### config.mk
export PLATFORM = sky130hd
export DESIGN_NAME = tff_count_ctrl
export DESIGN_NICKNAME = d
export VERILOG_FILES = /design/src/rtl/tff_count_pkg.sv /design/src/rtl/tff.sv /design/src/rtl/tff_count_ctrl.sv
export SDC_FILE = /design/constraint.sdc
export NUM_CORES = 1
export LEC_CHECK = 0
export BUFFER_PORTS_ARGS = -buffer_cell sky130_fd_sc_hd__buf_4
export CAP_MARGIN = 0
export CORE_MARGIN = 4
export CORE_UTILIZATION = 40
export DETAILED_ROUTE_END_ITERATION = 6
export GPL_TIMING_DRIVEN = 0
export PLACE_DENSITY = 0.68
export SYNTH_ARGS = -nofsm -noshare
export SYNTH_HDL_FRONTEND = slang
export SYNTH_SLANG_ARGS = --single-unit
### constraint.sdc
create_clock -name clk -period 2.2 [get_ports clk]
set_input_delay 0.22 -clock clk [delete_from_list [all_inputs] [get_ports clk]]
set_output_delay 0.22 -clock clk [all_outputs]
set_load 0.01 [all_outputs]
### src/rtl/tff_count_pkg.sv
// Shared definitions for the T flip-flop counter controller.
// Holds the command opcodes and the controller state encoding.
package tff_count_pkg;

   localparam logic [1:0] OP_CLEAR = 2'b00;
   localparam logic [1:0] OP_LOAD  = 2'b01;
   localparam logic [1:0] OP_UP    = 2'b10;
   localparam logic [1:0] OP_DOWN  = 2'b11;

   typedef enum logic [1:0] {
      ST_IDLE  = 2'b00,
      ST_APPLY = 2'b01,
      ST_RUN   = 2'b10,
      ST_DONE  = 2'b11
   } state_t;

endpackage

### src/rtl/tff.sv
// Single T flip-flop cell: Q inverts on a clock edge whenever T is high.
// Asynchronous active-low reset clears Q.
module tff (
   input  logic clk,
   input  logic rstn,
   input  logic T,
   output logic Q
);

   always_ff @(posedge clk or negedge rstn) begin
      if (!rstn)
         Q <= 1'b0;
      else if (T)
         Q <= ~Q;
   end

endmodule

### src/rtl/tff_count_ctrl.sv
// Command-driven counter whose value lives only in a bank of T flip-flops.
// The FSM computes a per-bit toggle vector to clear, load, or step the count.
module tff_count_ctrl
   import tff_count_pkg::*;
#(
   parameter int WIDTH = 8
) (
   input  logic             clk,
   input  logic             rstn,
   input  logic             cmd_valid,
   output logic             cmd_ready,
   input  logic [1:0]       cmd_op,
   input  logic [WIDTH-1:0] cmd_data,
   input  logic             abort,
   output logic [WIDTH-1:0] q,
   output logic             busy,
   output logic             done,
   output logic             wrap
);

   localparam logic [WIDTH-1:0] ONE = WIDTH'(1);

   state_t           state;
   logic [1:0]       op_q;
   logic [WIDTH-1:0] data_q;
   logic [WIDTH-1:0] remaining;
   logic [WIDTH-1:0] t;
   logic [WIDTH-1:0] q_up;
   logic [WIDTH-1:0] q_dn;
   logic             wrap_step;
   wire  [WIDTH-1:0] q_bank;

   genvar i;
   generate
      for (i = 0; i < WIDTH; i++) begin : g_bit
         tff u_tff (
            .clk  (clk),
            .rstn (rstn),
            .T    (t[i]),
            .Q    (q_bank[i])
         );
      end
   endgenerate

   assign q         = q_bank;
   assign cmd_ready = (state == ST_IDLE);
   assign busy      = (state == ST_APPLY) || (state == ST_RUN);
   assign q_up      = q_bank + ONE;
   assign q_dn      = q_bank - ONE;

   // Toggle only the bits that differ from the desired next value; an abort
   // cycle freezes the bank so the count stays where the last step left it.
   always_comb begin
      t         = '0;
      wrap_step = 1'b0;
      case (state)
         ST_APPLY: t = q_bank ^ ((op_q == OP_CLEAR) ? '0 : data_q);
         ST_RUN: begin
            if (!abort) begin
               if (op_q == OP_UP) begin
                  t         = q_bank ^ q_up;
                  wrap_step = (q_bank == '1);
               end else begin
                  t         = q_bank ^ q_dn;
                  wrap_step = (q_bank == '0);
               end
            end
         end
         default: t = '0;
      endcase
   end

   always_ff @(posedge clk or negedge rstn) begin
      if (!rstn) begin
         state     <= ST_IDLE;
         op_q      <= OP_CLEAR;
         data_q    <= '0;
         remaining <= '0;
         done      <= 1'b0;
         wrap      <= 1'b0;
      end else begin
         done <= 1'b0;
         case (state)
            ST_IDLE: begin
               if (cmd_valid) begin
                  op_q   <= cmd_op;
                  data_q <= cmd_data;
                  if (cmd_op == OP_CLEAR || cmd_op == OP_LOAD) begin
                     wrap  <= 1'b0;
                     state <= ST_APPLY;
                  end else if (cmd_data == '0) begin
                     done  <= 1'b1;
                     state <= ST_DONE;
                  end else begin
                     remaining <= cmd_data;
                     state     <= ST_RUN;
                  end
               end
            end
            ST_APPLY: begin
               done  <= 1'b1;
               state <= ST_DONE;
            end
            ST_RUN: begin
               remaining <= remaining - ONE;
               if (wrap_step)
                  wrap <= 1'b1;
               if (abort || remaining == ONE) begin
                  done  <= 1'b1;
                  state <= ST_DONE;
               end
            end
            ST_DONE: state <= ST_IDLE;
            default: state <= ST_IDLE;
         endcase
      end
   end

endmodule

==> flow_summary.ini <==
[synth]
synthCells = 236
synth_edf_count = 0
avgSynthCellArea_sq_um = 9.06
yosysWarnings = 0
synthesis.nets = 264
synth_area_leaders = dfrtp_1 (35%), ha_1 (7.6%), mux2_2 (5.3%), a21oi_1 (4.4%), nand2_1 (4.0%)
synthAdderAreaFrac = 0.0854
yosysUniqueCellTypes = 53
async_flop_share = 1.00
synth_top_area_frac = 0.351
synth_common_cells = dfrtp_1 (30), nand2_1 (23), a21oi_1 (19), ha_1 (13)
synth_seq_cells = 30
synth_top_family_by_area = compound AO/OA/AOI/OAI gates
synth-compound-area-share = 0.219
synth_xor_area_frac = 0.0205
synth-main-ff-cell = dfrtp_1
yosysSeqAreaShare = 0.351
synthMuxAreaShare = 0.0714
yosys.area_share.simple = 0.184
mappedNetlistArea_sq_um = 2140
yosysMostFrequentCell = dfrtp_1
synth_top_area_cell = dfrtp_1

[timing]
slew_headroom = 0.652
rsz0062_at_grt = yes
worst_hold_slack_ps = 168
worstMarginPinSlew_ps = 523
period_share = 0.951
setup_viol = 0
tns_ps = 0
slew_violations = 0
fin_crit_ps = 2090
max_freq_mhz = 478
clock_skew_ps = 3.93
timing.final.ws_setup_ps = 107
hold_viol = 0

[pwr]
switching_share = 0.432
powerDensity_nw_per_um2 = 1800
p_seq_frac = 0.248
p_leak_nw = 1.16
power_frac_comb = 0.607
ir_drop_mv = 0.823
p_total_w = 0.00483
pwr-share-clk = 0.145
power.internal_w = 0.00274
switchingPower_w = 0.00209

[place]
pre_cts_slack_ps = -217
hpwl_mm = 3.71
dp_cells = 331
gp_congestion = 0.864
port_buffers = 25

[cells_and_area]
area_delta_synth_final_pct = 25.7
antennaDiodeCount = 0
drive_gt1_frac = 0.287
finalNonFillerCells = 342
final_nets = 299

[route]
via_count = 1855
drc = 0
dr.pass1.iters = 6
routed_wl_mm = 5.03
via_per_inst = 5.42
postRouteAntennaNets = 0
wire_per_inst_um = 14.7
drtIter0Drc = 122

[setup_path]
r2r_cells = 9
path_class = flop to flop
r2r_slack_ps = 110
cp_data_arrival_time_ps = 2260
r2r_start = op_q[0]
critical_path.endpoint_type = flop
required_ps = 2370
reg2reg_to = g_bit[5].u_tff.Q
start_kind = flop
crit_fanout = 6

[hold_path]
hp-class = input port to flop
holdPathEnd = op_q[0]
hold_path_depth = 2
min-delay-start = cmd_op[0]

[global_routing]
grt_max_degree = 31
antenna_found_initial = 0
gr-total-overflow = 0
grt_pass1_vias = 1818
track_usage = 0.166
grt_pass1_wl_mm = 8.46

[clocking]
htree_num_levels = 2
clk_path_buf_depth = 2
numCtsBuffers = 5
cts_tree = built
root_buffer = clkbuf_8
clkLatencyLatePin_ps = 280
clkTransAtPathRegs_ps = 70
cts.sinks = 30

[flow_run]
drv_cap = 0

[outcome]
outcome = complete, no violations

[floorplanning]
die-area_sq_um = 6580
die_x_um = 81.1
fp.coreArea_sq_um = 5140
start_util = 0.416
die_h_um = 81.1
io_pins = 26
placementRows = 26
==> worst max-delay path by stage <==
stage,from,end,slack (ps),cells past startpoint
floorplan,op_q[0],g_bit[5].u_tff.Q,20,9
global placement,op_q[0],g_bit[5].u_tff.Q,-170,9
detailed placement,op_q[0],g_bit[5].u_tff.Q,-220,9
CTS,op_q[1],g_bit[5].u_tff.Q,20,9
global route,op_q[0],g_bit[5].u_tff.Q,-20,9
finish,op_q[0],g_bit[5].u_tff.Q,110,9
==> final cells by class <==
cell class	instances	area (sq um)
fillers	494	2450
multi-input cells	178	1330
flip-flops and latches	30	751
repair buffers	28	213
plain buffers	16	109
well taps	70	87.6
clock buffers	6	82.6
clock inverters	2	60.1
inverters	12	52.6
==> power by group through the flow <==
stage	combinational (W)	sequential, W	clock [W]
after floorplan	0.00199	0.00108	0
after global placement	0.00255	0.00117	0
after detailed placement	0.00259	0.00118	0
after CTS	0.00279	0.00119	0.000712
after global routing	0.00325	0.00125	0.000741
final	0.00293	0.00120	0.000698
==> registers in the layout (all words and copies together) (netlist names) <==
signal / count
data_q: 8
g_bit.u_tff.Q: 8
remaining: 8
op_q: 2
state: 2
done: 1
wrap: 1
==> what timing repair did <==
| item | 4_1_cts | 5_1_grt |
|---|---|---|
| setup endpoints to repair | 3 | 4 |
| hold buffers | 1 | 0 |
| pin swaps | 0 | 5 |
| endpoints found under the hold margin | 30 | 0 |
| setup buffers | 0 | 2 |
| resized for setup | 12 | 11 |
==> worst max-delay path, stage by stage, from the launching register on <==
cell and delay, ps:
dfrtp_1 400, nor2b_2 130, buf_6 140, inv_8 50, ha_4 280, nand3_1 120, a21boi_1 240, mux2i_1 290
a211oi_2 100, a211o_1 240
==> per-stage QoR <==
stage / cell area [sq um] / utilization
2_1_floorplan: 2140 / -
3_3_place_gp: 2410 / 0.470
3_5_place_dp: 2410 / 0.470
4_1_cts: 2640 / 0.513
5_1_grt: 2690 / 0.523
6_report: 2690 / 0.523
==> kinds of logic (layout without fill, tap and decap cells) <==
| family | after synthesis | in the layout |
|---|---|---|
| multiplexers | 14 | 14 |
| buffers and inverters | 28 | 64 |
| adder cells (fa/ha/maj) | 14 | 14 |
| AND/OR/NAND/NOR | 72 | 72 |
| flip-flops | 30 | 30 |
| XOR/XNOR | 5 | 5 |
| AO/OA/AOI/OAI | 73 | 73 |
==> layer usage <==
metal | global-route usage | share of wire | wire (um)
met1 | 0.220 | 0.47 | 2350
met2 | 0.277 | 0.49 | 2460
met3 | 0.0299 | 0.038 | 189
met4 | 0.0473 | 0.0072 | 36
met5 | 0 | 0 | 0
==> placed cells by master (no fill, tap or decap), types with 3 or more instances in the layout <==
master	count
nand3_1	11
nor2_1	5
nand2_1	23
a21o_1	4
buf_4	35
a21oi_1	17
o21ai_1	11
a31oi_1	3
nand4_1	3
nor3b_1	3
xor2_1	3
mux2_2	10
o21ai_0	9
ha_4	4
nor4_1	4
ha_1	9
and3_1	3
o211ai_1	4
clkbuf_8	6
buf_2	3
dfrtp_1	30
nor3_1	3
nand2b_1	3
mux2i_1	4
inv_1	10
o22ai_1	7
(Power assumes the default switching activity.)
